File: src/rtl/ifetch_prefetch_unit_pkg.sv
// Shared fetch-side definitions: default widths, NOP encoding, PC step,
// request FSM encoding and counter-width helper.
package ifetch_prefetch_unit_pkg;

    localparam int unsigned ADDR_W_DEF = 32;
    localparam int unsigned INST_W_DEF = 32;
    localparam int unsigned PC_STEP    = 4;
    localparam logic [31:0] NOP_INST   = 32'h0000_0013;

    typedef enum logic [1:0] {
        ST_IDLE       = 2'd0,
        ST_REQ        = 2'd1,
        ST_REDIR_WAIT = 2'd2
    } req_state_e;

    // Width of a counter that must hold 0..depth inclusive
    function automatic int unsigned cnt_w(input int unsigned depth);
        return $clog2(depth + 1);
    endfunction

endpackage

File: src/rtl/ifetch_prefetch_unit_sync_fifo.sv
// Synchronous FIFO with push/pop/flush and exact full/empty/count.
// DEPTH must be a power of two so pointers wrap naturally.
module ifetch_prefetch_unit_sync_fifo
    import ifetch_prefetch_unit_pkg::*;
#(
    parameter int unsigned WIDTH = 64,
    parameter int unsigned DEPTH = 4
) (
    input  logic                      clk,
    input  logic                      rst,
    input  logic                      i_push,
    input  logic                      i_pop,
    input  logic                      i_flush,
    input  logic [WIDTH-1:0]          i_din,
    output logic [WIDTH-1:0]          o_dout,
    output logic                      o_full,
    output logic                      o_empty,
    output logic [cnt_w(DEPTH)-1:0]   o_count
);

    localparam int unsigned AW = $clog2(DEPTH);
    localparam int unsigned CW = cnt_w(DEPTH);

    logic [WIDTH-1:0] r_mem [DEPTH];
    logic [AW-1:0]    r_wptr;
    logic [AW-1:0]    r_rptr;
    logic [CW-1:0]    r_count;
    logic             w_do_push;
    logic             w_do_pop;

    assign w_do_pop  = i_pop && (r_count != '0);
    assign w_do_push = i_push && ((r_count != CW'(DEPTH)) || w_do_pop);

    // Pointer and occupancy tracking; flush empties the queue
    always_ff @(posedge clk) begin
        if (!rst || i_flush) begin
            r_wptr  <= '0;
            r_rptr  <= '0;
            r_count <= '0;
        end else begin
            if (w_do_push) r_wptr <= r_wptr + AW'(1);
            if (w_do_pop)  r_rptr <= r_rptr + AW'(1);
            r_count <= r_count + CW'(w_do_push) - CW'(w_do_pop);
        end
    end

    // Storage array, contents are don't-care until written
    always_ff @(posedge clk) begin
        if (w_do_push) r_mem[r_wptr] <= i_din;
    end

    assign o_dout  = r_mem[r_rptr];
    assign o_full  = (r_count == CW'(DEPTH));
    assign o_empty = (r_count == '0);
    assign o_count = r_count;

endmodule

File: src/rtl/ifetch_prefetch_unit.sv
// Instruction-fetch prefetch front end: keeps up to DEPTH requests in flight,
// queues returned words with their PC, and handles redirects by flushing the
// queue and discarding stale in-flight responses.
// Optional feature macro: IFETCH_PERF_CNT_EN adds fetch/drop/stall counters.
module ifetch_prefetch_unit
    import ifetch_prefetch_unit_pkg::*;
#(
    parameter int unsigned       ADDR_W   = ADDR_W_DEF,
    parameter int unsigned       INST_W   = INST_W_DEF,
    parameter int unsigned       DEPTH    = 4,
    parameter logic [ADDR_W-1:0] RESET_PC = '0
) (
    input  logic              clk,
    input  logic              rst,
    output logic [ADDR_W-1:0] PC,
    output logic              Inst_Req_Valid,
    input  logic              Inst_Req_Ready,
    input  logic [INST_W-1:0] Instruction,
    input  logic              Inst_Valid,
    output logic              Inst_Ready,
    output logic              fetch_valid,
    output logic [INST_W-1:0] fetch_inst,
    output logic [ADDR_W-1:0] fetch_pc,
    input  logic              fetch_ready,
    input  logic              redirect_valid,
    input  logic [ADDR_W-1:0] redirect_pc
`ifdef IFETCH_PERF_CNT_EN
    ,
    output logic [31:0]       perf_fetch_cnt,
    output logic [31:0]       perf_drop_cnt,
    output logic [31:0]       perf_stall_cnt
`endif
);

    localparam int unsigned CW = cnt_w(DEPTH);
    localparam int unsigned SW = CW + 1;
    localparam int unsigned FW = ADDR_W + INST_W;

    req_state_e        r_state;
    req_state_e        w_state_n;
    logic [ADDR_W-1:0] r_pc;
    logic [ADDR_W-1:0] w_pc_n;
    logic [ADDR_W-1:0] r_pend_pc;
    logic [ADDR_W-1:0] w_pend_pc_n;
    logic [ADDR_W-1:0] r_resp_pc;
    logic [CW-1:0]     r_outst;
    logic [CW-1:0]     w_outst_n;
    logic [CW-1:0]     r_drop;
    logic [CW-1:0]     w_drop_n;
    logic [CW-1:0]     w_occ;
    logic [CW-1:0]     w_occ_n;
    logic              r_resp_ready;
    logic              w_req_valid;
    logic              w_accept;
    logic              w_resp;
    logic              w_drop_hit;
    logic              w_push;
    logic              w_pop;
    logic              w_pending;
    logic              w_credit_n;
    logic              w_fifo_full;
    logic              w_fifo_empty;
    logic [FW-1:0]     w_fifo_dout;

    // Handshake qualifiers for this cycle
    always_comb begin
        w_accept   = w_req_valid && Inst_Req_Ready;
        w_pending  = w_req_valid && !Inst_Req_Ready;
        w_resp     = Inst_Valid && r_resp_ready && (r_outst != '0);
        w_drop_hit = w_resp && (r_drop != '0);
        w_push     = w_resp && !w_drop_hit && !redirect_valid && !w_fifo_full;
        w_pop      = !w_fifo_empty && fetch_ready && !redirect_valid;
    end

    // Next values of the in-flight, stale and occupancy counters, and credit
    always_comb begin
        w_outst_n = r_outst + CW'(w_accept) - CW'(w_resp);
        w_drop_n  = r_drop - CW'(w_drop_hit);
        w_occ_n   = w_occ + CW'(w_push) - CW'(w_pop);
        if (redirect_valid) begin
            // Every response still owed belongs to the old stream
            w_drop_n = w_outst_n + CW'(w_pending);
            w_occ_n  = '0;
        end
        w_credit_n = (SW'(w_occ_n) + SW'(w_outst_n)) < SW'(DEPTH);
    end

    // Request FSM state register
    always_ff @(posedge clk) begin
        if (!rst) r_state <= ST_IDLE;
        else      r_state <= w_state_n;
    end

    // Request FSM next state, next PC and pending redirect target
    always_comb begin
        w_state_n   = r_state;
        w_pc_n      = r_pc;
        w_pend_pc_n = r_pend_pc;
        case (r_state)
            ST_IDLE, ST_REQ: begin
                if (w_pending) begin
                    // Held request may not be withdrawn; remember the target
                    if (redirect_valid) begin
                        w_pend_pc_n = redirect_pc;
                        w_state_n   = ST_REDIR_WAIT;
                    end
                end else begin
                    if (redirect_valid) w_pc_n = redirect_pc;
                    else if (w_accept)  w_pc_n = r_pc + ADDR_W'(PC_STEP);
                    w_state_n = w_credit_n ? ST_REQ : ST_IDLE;
                end
            end
            ST_REDIR_WAIT: begin
                if (redirect_valid) w_pend_pc_n = redirect_pc;
                if (w_accept) begin
                    w_pc_n    = redirect_valid ? redirect_pc : r_pend_pc;
                    w_state_n = w_credit_n ? ST_REQ : ST_IDLE;
                end
            end
            default: w_state_n = ST_IDLE;
        endcase
    end

    // Request FSM outputs
    always_comb begin
        w_req_valid    = (r_state != ST_IDLE);
        Inst_Req_Valid = w_req_valid;
        PC             = r_pc;
    end

    // Fetch datapath registers
    always_ff @(posedge clk) begin
        if (!rst) begin
            r_pc         <= RESET_PC;
            r_pend_pc    <= '0;
            r_resp_pc    <= RESET_PC;
            r_outst      <= '0;
            r_drop       <= '0;
            r_resp_ready <= 1'b0;
        end else begin
            r_pc         <= w_pc_n;
            r_pend_pc    <= w_pend_pc_n;
            r_outst      <= w_outst_n;
            r_drop       <= w_drop_n;
            r_resp_ready <= 1'b1;
            if (redirect_valid) r_resp_pc <= redirect_pc;
            else if (w_push)    r_resp_pc <= r_resp_pc + ADDR_W'(PC_STEP);
        end
    end

    ifetch_prefetch_unit_sync_fifo #(
        .WIDTH (FW),
        .DEPTH (DEPTH)
    ) u_fifo (
        .clk     (clk),
        .rst     (rst),
        .i_push  (w_push),
        .i_pop   (w_pop),
        .i_flush (redirect_valid),
        .i_din   ({r_resp_pc, Instruction}),
        .o_dout  (w_fifo_dout),
        .o_full  (w_fifo_full),
        .o_empty (w_fifo_empty),
        .o_count (w_occ)
    );

    assign Inst_Ready  = r_resp_ready;
    assign fetch_valid = !w_fifo_empty;
    assign fetch_pc    = w_fifo_dout[FW-1 -: ADDR_W];
    assign fetch_inst  = w_fifo_empty ? INST_W'(NOP_INST) : w_fifo_dout[INST_W-1:0];

`ifdef IFETCH_PERF_CNT_EN
    logic [31:0] r_perf_fetch;
    logic [31:0] r_perf_drop;
    logic [31:0] r_perf_stall;

    // Free-running event counters, wrap on overflow
    always_ff @(posedge clk) begin
        if (!rst) begin
            r_perf_fetch <= '0;
            r_perf_drop  <= '0;
            r_perf_stall <= '0;
        end else begin
            if (w_push)                                    r_perf_fetch <= r_perf_fetch + 32'd1;
            if (w_resp && (w_drop_hit || redirect_valid))  r_perf_drop  <= r_perf_drop + 32'd1;
            if (w_pending)                                 r_perf_stall <= r_perf_stall + 32'd1;
        end
    end

    assign perf_fetch_cnt = r_perf_fetch;
    assign perf_drop_cnt  = r_perf_drop;
    assign perf_stall_cnt = r_perf_stall;
`endif

`ifndef SYNTHESIS
    // Responses must only arrive against an outstanding request
    always @(posedge clk) begin
        if (rst && Inst_Valid && r_resp_ready) begin
            assert (r_outst != '0)
                else $error("protocol violation: response with no outstanding request");
        end
    end
`endif

endmodule
File: config.mk
export PLATFORM = sky130hd
export DESIGN_NAME = ifetch_prefetch_unit
export DESIGN_NICKNAME = d
export VERILOG_FILES = /design/src/rtl/ifetch_prefetch_unit_pkg.sv /design/src/rtl/ifetch_prefetch_unit_sync_fifo.sv /design/src/rtl/ifetch_prefetch_unit.sv
export SDC_FILE = /design/constraint.sdc
export NUM_CORES = 1
export LEC_CHECK = 0
export BUFFER_PORTS_ARGS = -buffer_cell sky130_fd_sc_hd__clkbuf_2
export CAP_MARGIN = 20
export CORE_ASPECT_RATIO = 1.1
export CORE_UTILIZATION = 60
export CTS_BUF_LIST = sky130_fd_sc_hd__clkbuf_8
export CTS_CLUSTER_DIAMETER = 200
export CTS_CLUSTER_SIZE = 28
export DETAILED_ROUTE_END_ITERATION = 10
export PLACE_DENSITY = 0.78
export SLEW_MARGIN = 25
export SYNTH_ARGS = -nofsm -noshare
export SYNTH_HDL_FRONTEND = slang
export SYNTH_HIERARCHICAL = 1
export SYNTH_SLANG_ARGS = --single-unit
export TNS_END_PERCENT = 5
File: constraint.sdc
create_clock -name clk -period 12.91 [get_ports clk]
set_input_delay 3.873 -clock clk [delete_from_list [all_inputs] [get_ports clk]]
set_output_delay 3.873 -clock clk [all_outputs]
set_load 0.03 [all_outputs]
# Word level (Yosys, flattened, before mapping)
# Memory sizes are Yosys's and may differ from the RTL's. A register that Yosys moved wholly into a read port is not among the register bits.
# Index checks and enable logic that the tools add are counted.
# word_totals
wordCells	89
ramBits	256
out_inout_bits	99
latchBits	0
rom_bits	0
mem_count	1
regBits	112
# classes
n_eq_ne	9
n_shift	0
n_reduce_logical	32
bitwise_logic	0
mul	0
n_div	0
addsub	13
muxes	23
n_lt_le_gt_ge	1
# mem_list
memory	words	word_bits	read_ports	rd_clocked_by_memory_dff	write_ports	line	text
u_fifo.r_mem	4	64	1	1	1	ifetch_prefetch_unit_sync_fifo.sv:24	logic [WIDTH-1:0] r_mem [DEPTH];
# op_table
op	count
$mux 32	9
$pmux 32 s2	2
$add 32x3->32 const B	2
$add 3x1->3	4
$logic_and 1x1->1	12
$sub 3x1->3	4
$mux 2	5
$ne 3x3->1 const B	3
$reduce_bool 3->1	3
$logic_not 1->1	6
$mux 3	2
$ne 2x2->1 const B	3
$reduce_bool 2->1	3
$add 2x1->2 const B	2
$add 3x3->4	1
$lt 4x3->1 const B	1
$mux 1	4
$pmux 2 s2	1
$reduce_and 2->1	2
$reduce_and 4->1	1
$eq 3x3->1 const B	1
$logic_not 3->1	1
$eq 2x1->1 const B	1
$eq 2x2->1 const B	1
other kinds (3)	4

# Depth between registers and ports, before layout
# logic_depth
ltp_word	15
ltp_mapped	15
depth_no_buf	13

# Modules after synthesis
# Netlist, hierarchy kept.
# modules_own_cells
mod	cells_per_inst	area_per_inst_um2	instances
ifetch_prefetch_unit_sync_fifo	383	9664.3	1
ifetch_prefetch_unit	781	5925.7	1

# Least setup slack after synthesis
# OpenSTA, ideal clock, no wires.
# synth_timing
kind	input to register
from	input port redirect_valid
to	memory u_fifo.r_mem[0][0], enable pin
slack_ns	5.700
cell_stages	8
required_time_ns	12.481
arrival_ns	6.780
setup_ns	0.429
cell_sequence	clkbuf_1 inv_1 clkbuf_1 clkbuf_1 and3_1 or4b_1 buf_2 and3_1
# synth_between
elab_chain_len	7
elab_cells_between_ends	9
classes_between	mux (2); reduce/logical (7)
# synth_rtl
item	line	text
from (decl)	ifetch_prefetch_unit.sv:25	input logic redirect_valid,
$logic_not 1->1	ifetch_prefetch_unit.sv:72	w_pop = !w_fifo_empty && fetch_ready && !redirect_valid;
$logic_and 1x1->1	ifetch_prefetch_unit.sv:72	
net w_pop	ifetch_prefetch_unit.sv:58	logic w_pop;
$logic_and 1x1->1	ifetch_prefetch_unit_sync_fifo.sv:31	assign w_do_pop = i_pop && (r_count != '0);
$logic_or 1x1->1	ifetch_prefetch_unit_sync_fifo.sv:32	assign w_do_push = i_push && ((r_count != CW'(DEPTH)) || w_do_pop);
$logic_and 1x1->1	ifetch_prefetch_unit_sync_fifo.sv:32	
$mux 1	ifetch_prefetch_unit_sync_fifo.sv:49	if (w_do_push) r_mem[r_wptr] <= i_din;
$mux 1 (not written as such)	ifetch_prefetch_unit_sync_fifo.sv:49	
to (decl)	ifetch_prefetch_unit_sync_fifo.sv:24	
# The timed path passes the listed nets, and every way through them passes these cells.

==> impl_metrics.json <==
{
  "run_status": "completed",
  "cts_resized": 0,
  "dieArea_um2": 26630,
  "yosysUniqueCellTypes": 69,
  "yosys_warnings": 6,
  "cts_tree": "done",
  "critPathArrivalTime_ns": 3.12,
  "ys_ff_latch": 370,
  "wl_um": 32570,
  "area_growth_pct": 9.254,
  "synth_ff_type": "edfxtp_1",
  "yosysMostFrequentCell": "edfxtp_1",
  "worstSetupPathType": "register to primary output",
  "wl_per_cell_um": 19.70,
  "p_leak_nw": 5.795,
  "period_minus_slack_ns": 6.993,
  "grtUsageTotal_pct": 24.77,
  "core_area_um2": 25420,
  "num_antenna_cells": 0,
  "root_buffer": "clkbuf_8",
  "drt_iter0_drc": 853,
  "placement.io_buffers": 168,
  "nets": 1386,
  "antenna_found_initial": 0,
  "worst_pin_slew_ns": 1.050,
  "htree_levels": 1,
  "rrSetupSlack_ns": 9.29,
  "post_cts_buffers": 0,
  "synth_edf_count": 256,
  "dp_slack_ns": 5.553,
  "fin_tns_setup_ns": 0,
  "grt_first_pass_wirelength_um": 51540,
  "cts.clk_slew.worst_paths_ns": 0.16,
  "synthArstFlopShare_pct": 0,
  "final_hold_viol_count": 0,
  "post-route-drc-count": 0,
  "start_util_pct": 61.34,
  "grt-ovfl-total": 0,
  "worstSkewPairLatency_ns": 0.57,
  "cts_sinks": 370,
  "grt_max_degree": 67,
  "ys_seq_area_share_pct": 63.95,
  "syn_nets": 1254,
  "drive_gt1_share_pct": 22.72,
  "synthTopCellsByCount": "edfxtp_1 (256), nand2_1 (134), dfxtp_1 (114), a21oi_1 (76), mux4_2 (64)",
  "start_kind": "register",
  "synth_top_area_share_pct": 49.31,
  "rows": 61,
  "whs_ns": 0.4704,
  "max_stage_delay_ns": 0.77,
  "finalMaxSlewViolations": 0,
  "rsz0062_at_grt": "no",
  "ios": 169,
  "peakVddDrop_mv": 0.09447,
  "die_y_um": 171.1,
  "min_path_type": "register to register",
  "drtPass1Iterations": 7,
  "path_max_fanout": 34,
  "path_cells": "buf_4 > mux4_2 > or2_2 > clkbuf_2",
  "endpoint_kind": "primary output",
  "required_ns": 9.04,
  "synth_cells": 1164,
  "antenna_left": 0,
  "die_w_um": 155.7,
  "synth_area_leaders": "edfxtp_1 (49%), dfxtp_1 (15%), mux4_2 (9.2%)",
  "place_congestion": 0.8696,
  "finalCritPeriodShare_pct": 54.17,
  "route.vias.total": 10141,
  "slew_headroom_pct": 29.72,
  "drv_cap": 0,
  "cts_buffers": 17,
  "dpl.hpwl_um": 21130,
  "syn_area_per_cell_um2": 13.39,
  "synth_area_um2": 15590,
  "cts_hold_buf": 0,
  "via_per_inst": 6.135,
  "power_density_nw_per_um2": 124.9,
  "skew_ns": 0.03992,
  "max_freq_ghz": 0.1430,
  "crit_path_top_delay_cell": "dfxtp_4",
  "grt_pass1_vias": 9783,
  "setup_slack_ns": 5.917,
  "synth_area_leader_cell": "edfxtp_1",
  "clock_path_buffers": 3,
  "setup-violations-final": 0
}
per-stage QoR:
stage               instance area [µm²]  total power [mW]  instances  utilization, %
floorplan                         15590             1.588       1164               -
global placement                  16720             1.677       1623           65.79
detailed placement                16720             1.686       1623           65.79
global route                      17030             2.216       1653           67.02
CTS                               17030             2.139       1653           67.02
finish                            17030             2.127       1653           67.02
where the power goes:
part	internal, mW	switching [mW]
Combinational	0.105	0.194
Clock	0.131	0.333
Sequential	1.32	0.0475
Total	1.55	0.574
worst paths after layout:
| path | from | endpoint | cells past startpoint |
|---|---|---|---|
| hold / removal | r_pend_pc[2] | r_pend_pc[2] | 2 |
| hold reg to reg | r_pend_pc[2] | r_pend_pc[2] | 2 |
| setup / recovery | register | fetch_inst[0] | 4 |
| setup reg to reg | u_fifo/o_count[1] | u_fifo/r_mem[2][39] | 5 |
layer usage:
metal	GRT usage [%]	wire length, µm
met5	0	0
met4	5.669	456
met3	3.647	2329
met2	41.47	15760
met1	34.54	14020
critical path: cells and delay by family, from the launching register on:
family / cells / cell delay [ns]
buf+inv: 2 / 0.86
mux: 1 / 0.59
flops: 1 / 0.77
simple gates: 1 / 0.30
state kept, by name, summed over array words and instances (netlist names), named ones only:
name            flops
Inst_Ready          1
PC                 32
r_drop              3
r_outst             3
r_pend_pc          32
r_resp_pc          32
r_state             2
u_fifo/o_count      3
u_fifo/r_mem      256
u_fifo/r_rptr       2
u_fifo/r_wptr       2
cell type report:
class / instances / area (µm²)
Clock buffer: 17 / 234.0
Clock inverter: 13 / 78.83
Fill cell: 1813 / 8383
Inverter: 23 / 91.34
Multi-Input combinational cell: 699 / 5253
Sequential cell: 370 / 9975
Tap cell: 346 / 432.9
Timing Repair Buffer: 185 / 968.4
cells by family (layout without fill, tap and decap cells):
logic type                 after synthesis  after routing  share of synthesized area [%]
and+or+nand+nor                        361            361                          11.64
AOI/OAI and AO/OA                      224            224                          9.133
buffers and inverters                   95            238                          2.464
adders and majority gates               20             20                          1.750
xor gates and xnor gates                18             18                          1.011
muxes                                   76             76                          10.06
DFF                                    370            370                          63.95
placed cells by master (no fill, tap or decap), types with 15 or more instances in the layout:
cell type	synthesis	final
mux4_2	64	64
nor2b_1	34	34
buf_4	0	17
a31oi_1	21	21
edfxtp_1	256	256
inv_1	22	32
nor3_1	16	15
nand3_1	28	28
nand4_1	31	31
o21ai_0	39	39
clkbuf_8	0	17
ha_1	17	17
o211ai_1	15	15
a21oi_1	76	76
dfxtp_1	114	112
nand2_1	134	134
clkbuf_2	0	168
nor2_1	42	41
Note: power is estimated with default switching activity, not from simulation.
